===== config.mk =====
export PLATFORM = sky130hd
export DESIGN_NAME = seg7_capture
export DESIGN_NICKNAME = d
export VERILOG_FILES = /design/src/rtl/seg7_capture.sv
export SDC_FILE = /design/constraint.sdc
export NUM_CORES = 1
export LEC_CHECK = 0
export BUFFER_PORTS_ARGS = -buffer_cell sky130_fd_sc_hd__buf_2
export CORE_ASPECT_RATIO = 0.7
export CORE_MARGIN = 2
export CORE_UTILIZATION = 54
export CTS_CLUSTER_DIAMETER = 30
export CTS_CLUSTER_SIZE = 40
export DETAILED_ROUTE_END_ITERATION = 8
export GPL_TIMING_DRIVEN = 0
export PLACE_DENSITY = 0.76
export SETUP_SLACK_MARGIN = 0.05
export SYNTH_ARGS = -nofsm -noshare
export SYNTH_HDL_FRONTEND = slang
export SYNTH_SLANG_ARGS = --single-unit

===== constraint.sdc =====
create_clock -name Clock -period 3.1 [get_ports Clock]
set_input_delay 0.62 -clock Clock [delete_from_list [all_inputs] [get_ports Clock]]
set_output_delay 0.62 -clock Clock [all_outputs]
set_load 0.02 [all_outputs]

===== src/rtl/seg7_capture.sv =====
// seg7_capture: recovers a hex digit from an active-low 7-segment pattern bus.
// A pattern is accepted once it has been sampled unchanged on STABLE_CYCLES
// consecutive edges. Legal digits update the digit/history outputs, BLANK
// only clears valid, and any other pattern is reported as an error.
module seg7_capture #(
  parameter int STABLE_CYCLES = 4,
  parameter int DIGITS        = 4
) (
  input  logic                  Clock,
  input  logic                  Reset,
  input  logic [0:6]            leds,
  output logic [3:0]            hexadecimal,
  output logic                  valid,
  output logic                  new_digit,
  output logic                  error,
  output logic [4*DIGITS-1:0]   history,
  output logic [7:0]            err_count
);

  typedef enum logic [1:0] {
    SETTLE = 2'd0,
    ACCEPT = 2'd1,
    LOCKED = 2'd2
  } state_t;

  localparam logic [7:0] STABLE_MAX = 8'(STABLE_CYCLES);
  localparam logic [6:0] BLANK_PAT  = 7'b1111111;

  // Returns {is_digit, is_blank, value}; bit order is a..g from MSB to LSB.
  function automatic logic [5:0] decode_pattern(input logic [6:0] p);
    logic [5:0] r;
    case (p)
      7'b0000001: r = {2'b10, 4'h0};
      7'b1001111: r = {2'b10, 4'h1};
      7'b0010010: r = {2'b10, 4'h2};
      7'b0000110: r = {2'b10, 4'h3};
      7'b1001100: r = {2'b10, 4'h4};
      7'b0100100: r = {2'b10, 4'h5};
      7'b0100000: r = {2'b10, 4'h6};
      7'b0001111: r = {2'b10, 4'h7};
      7'b0000000: r = {2'b10, 4'h8};
      7'b0000100: r = {2'b10, 4'h9};
      7'b0001000: r = {2'b10, 4'hA};
      7'b1100000: r = {2'b10, 4'hB};
      7'b0110001: r = {2'b10, 4'hC};
      7'b1000010: r = {2'b10, 4'hD};
      7'b0110000: r = {2'b10, 4'hE};
      7'b0111000: r = {2'b10, 4'hF};
      7'b1111111: r = {2'b01, 4'h0};
      default:    r = {2'b00, 4'h0};
    endcase
    return r;
  endfunction

  logic [6:0]          leds_s;
  logic [6:0]          samp_q, samp_d;
  logic [7:0]          cnt_q, cnt_d;
  state_t              state_q, state_d;
  logic [3:0]          hex_q, hex_d;
  logic                valid_q, valid_d;
  logic                new_digit_q, new_digit_d;
  logic                error_q, error_d;
  logic [4*DIGITS-1:0] history_q, history_d;
  logic [7:0]          err_count_q, err_count_d;
  logic                changed_s;
  logic                accept_s;
  logic [5:0]          dec_s;

  assign leds_s = leds;

  // Stability tracking, FSM next state and acceptance side effects.
  always_comb begin
    samp_d      = leds_s;
    cnt_d       = cnt_q;
    state_d     = state_q;
    hex_d       = hex_q;
    valid_d     = valid_q;
    new_digit_d = 1'b0;
    error_d     = 1'b0;
    history_d   = history_q;
    err_count_d = err_count_q;
    changed_s   = (leds_s != samp_q);
    dec_s       = decode_pattern(leds_s);

    if (changed_s) begin
      cnt_d = 8'd1;
    end else if (cnt_q >= STABLE_MAX) begin
      cnt_d = STABLE_MAX;
    end else begin
      cnt_d = cnt_q + 8'd1;
    end

    // Only the edge that brings the count up to the threshold accepts.
    accept_s = !changed_s && (state_q == SETTLE) && (cnt_q == (STABLE_MAX - 8'd1));

    case (state_q)
      SETTLE: begin
        if (changed_s) begin
          state_d = SETTLE;
        end else if (accept_s) begin
          state_d = ACCEPT;
        end else begin
          state_d = SETTLE;
        end
      end
      ACCEPT: begin
        if (changed_s) begin
          state_d = SETTLE;
        end else begin
          state_d = LOCKED;
        end
      end
      LOCKED: begin
        if (changed_s) begin
          state_d = SETTLE;
        end else begin
          state_d = LOCKED;
        end
      end
      default: state_d = SETTLE;
    endcase

    if (accept_s) begin
      if (dec_s[5]) begin
        hex_d       = dec_s[3:0];
        valid_d     = 1'b1;
        new_digit_d = 1'b1;
        history_d   = {history_q[4*DIGITS-5:0], dec_s[3:0]};
      end else if (dec_s[4]) begin
        valid_d = 1'b0;
      end else begin
        valid_d = 1'b0;
        error_d = 1'b1;
        if (err_count_q != 8'hFF) begin
          err_count_d = err_count_q + 8'd1;
        end else begin
          err_count_d = err_count_q;
        end
      end
    end else begin
      valid_d = valid_q;
    end
  end

  // State and output registers; reset wins over any acceptance on the same edge.
  always_ff @(posedge Clock) begin
    if (Reset) begin
      samp_q      <= BLANK_PAT;
      cnt_q       <= 8'd0;
      state_q     <= SETTLE;
      hex_q       <= 4'h0;
      valid_q     <= 1'b0;
      new_digit_q <= 1'b0;
      error_q     <= 1'b0;
      history_q   <= '0;
      err_count_q <= 8'd0;
    end else begin
      samp_q      <= samp_d;
      cnt_q       <= cnt_d;
      state_q     <= state_d;
      hex_q       <= hex_d;
      valid_q     <= valid_d;
      new_digit_q <= new_digit_d;
      error_q     <= error_d;
      history_q   <= history_d;
      err_count_q <= err_count_d;
    end
  end

  assign hexadecimal = hex_q;
  assign valid       = valid_q;
  assign new_digit   = new_digit_q;
  assign error       = error_q;
  assign history     = history_q;
  assign err_count   = err_count_q;

endmodule


==> impl_metrics.json <==
{
  "synth_warnings": 0,
  "grtUsageTotal_pct": 24.5,
  "rsz0062_at_grt": "false",
  "synth.area.top_cells": "dfxtp_1 42%, mux2i_1 6.7%, nor2_1 4.5%",
  "fmax_mhz": 348,
  "ys_async_sr_fraction_pct": 0,
  "path_clk_slew_ps": 90,
  "synth_area_leader_cell": "dfxtp_1",
  "status": "completed",
  "cellPowerDensity_mw_per_mm2": 450,
  "synth_edf_count": 0,
  "hpwl_um": 3540,
  "finalWorstSetupSlack_ps": 225,
  "rr_worst_depth": 7,
  "start_util_pct": 58.0,
  "dp_slack_ps": -67.1,
  "post-cts-setup-buffer-count": 0,
  "p_leak_uw": 0.00116,
  "worstMarginPinSlew_ps": 710,
  "synthDistinctLibCells": 49,
  "holdPathStages": 2,
  "ys.flop_type": "dfxtp_1",
  "core_area_mm2": 0.00363,
  "hp-start": "valid",
  "fillers": 303,
  "gr-total-overflow": 0,
  "viasPerCell": 5.62,
  "area_delta_synth_final_pct": 18.6,
  "grt_max_degree": 15,
  "drtPass1Iterations": 4,
  "fin_skew_ps": 7.60,
  "synth_top_area_share_pct": 41.9,
  "synth_cells": 235,
  "syn_area_mm2": 0.00210,
  "path_class": "input pin to register",
  "setup_violations": 0,
  "cts_tree": "done",
  "post-route-period-util_pct": 92.7,
  "drive_above_1_share_pct": 25.4,
  "worstPathArrival_ps": 3100,
  "r2r_setup_slack_ps": 440,
  "io_pins": 40,
  "irDropWorstVdd_v": 0.000398,
  "required_ps": 3330,
  "drv_cap": 0,
  "yosysSeqAreaShare_pct": 41.9,
  "total_power_uw": 1120,
  "root_buffer": "clkbuf_8",
  "grt_pass1_vias": 1735,
  "cts_buffer_depth": 2,
  "die_w_um": 78.6,
  "synthTopCellsByCount": "44 x dfxtp_1, 25 x nor2_1, 14 x mux2i_1",
  "ctsHtreeMaxLevel": 2,
  "grt_pass1_wl_um": 8390,
  "cts_num_sinks": 44,
  "drcViolationCount": 0,
  "gp_congestion": 0.952,
  "endpoint_kind": "register",
  "ant_nets": 0,
  "crit_fanout": 10,
  "portBuffers": 37,
  "drt-initial-drc-count": 152,
  "ctsHoldBuffers": 0,
  "avgSynthCellArea_um2": 8.95,
  "die_y_um": 56.2,
  "cts_buffers": 5,
  "fp-row-count": 18,
  "wl_per_cell_um": 14.7,
  "wl_um": 4920,
  "clock_latency_ps": 300,
  "r2r_end": "err_count[6]",
  "ys_seq_elements": 44,
  "regArea_um2": 881,
  "slew_headroom_pct": 52.7,
  "n_antenna_cell": 0,
  "route.vias.total": 1877,
  "drv_slew": 0,
  "nNetsFinal": 297,
  "multi_input_area_mm2": 0.00111,
  "holdPathEnd": "valid",
  "start_kind": "input pin",
  "post-route-min-period_ps": 2870,
  "antenna_found_initial": 0,
  "r2r_start": "cnt_q[2]",
  "hold_viol_final": 0,
  "holdCritPathClass": "register to register",
  "yosysMostFrequentCell": "dfxtp_1",
  "die-area_mm2": 0.00442
}
[area by class of cell]
| cell class | count | area share, % |
|---|---|---|
| multi-input combinational | 167 | 44.5 |
| sequential | 44 | 35.3 |
| timing repair buffer | 37 | 7.43 |
| buffer | 20 | 4.16 |
| clock buffer | 6 | 3.31 |
| tap | 50 | 2.51 |
| clock inverter | 2 | 1.56 |
| inverter | 8 | 1.20 |
[critical path, stage by stage]
cell and delay [ps]:
clkbuf_1 260, nor4bb_2 420, nand4b_1 310, and3_1 280
a311o_2 410, clkbuf_1 330, a31o_2 320, a21oi_1 150
[through the flow]
stage / cells / area (um^2) / hold slack, ps / setup TNS, ps / utilization (%)
2_1_floorplan: 239 / 2120 / 505 / 0 / -
3_3_place_gp: 326 / 2370 / 469 / 0 / 65.3
3_5_place_dp: 326 / 2370 / 471 / -101 / 65.3
4_1_cts: 334 / 2490 / 486 / 0 / 68.6
5_1_grt: 334 / 2490 / 514 / 0 / 68.8
6_report: 334 / 2490 / 480 / 0 / 68.8
[timing repair]
action,CTS,global route
gates resized for setup,0,1
setup endpoints to repair,0,15
endpoints found under the hold margin,0,0
[metal layers]
layer	vias to the layer above	wire length [um]	GRT usage, %	part of all wire (%)
li1	916	-	-	-
met1	880	2400	34.7	49
met2	72	2050	33.7	42
met3	9	377	7.14	7.7
met4	0	91	12.0	1.8
met5	-	0	0	0
[how the worst max path moves through the flow]
stage / start / endpoint / slack (ps) / cells after the start
6_report: leds[4] / hexadecimal[0] / 230 / 8
5_1_grt: leds[4] / hexadecimal[0] / 80 / 8
2_1_floorplan: leds[4] / hexadecimal[0] / 440 / 8
3_3_place_gp: leds[4] / hexadecimal[0] / 30 / 8
3_5_place_dp: leds[4] / hexadecimal[0] / -70 / 8
4_1_cts: leds[4] / hexadecimal[0] / 220 / 8
[cells in the final DEF, fill, tap and decap left out, types with 2 or more instances in the layout]
cell and count:
a21oi_1 11, and2_1 3, and3_1 4, and3b_1 2, buf_2 42, buf_4 4, clkbuf_1 10, clkbuf_8 6
conb_1 5, dfxtp_1 44, ha_1 5, inv_1 8, mux2i_1 14, nand2_1 9, nand3_1 10, nand4_1 2
nor2_1 25, nor2b_1 2, nor3_1 8, nor3b_1 2, nor4_1 5, nor4b_1 3, nor4bb_1 2, o21ai_0 9
o31ai_1 2, or2_2 8, or3_1 3, or4_4 3, xor2_1 9
[state kept, by name, indices dropped and copies added (netlist names)]
register	cells
cnt_q	8
samp_q	7
state_q	2
err_count	8
new_digit	1
valid	1
error	1
hexadecimal	3
history	13
[power breakdown]
group | internal (uW) | leakage (uW) | switching (uW)
clock | 264 | 0.0000614 | 203
sequential | 574 | 0.000359 | 3.73
combinational | 28.4 | 0.000740 | 50.7
total | 866 | 0.00116 | 258
[kinds of logic after synthesis]
kind of cell / after synthesis / synth area share, %
other: 1 / 0.178
AND/OR/NAND/NOR: 97 / 26.4
adder cells (fa/ha/maj): 5 / 2.97
buffers and inverters: 28 / 6.37
multiplexers: 14 / 6.66
flip-flops: 44 / 41.9
AO/OA/AOI/OAI: 37 / 11.8
XOR/XNOR: 9 / 3.75
Power figures use the tool's default switching activity.
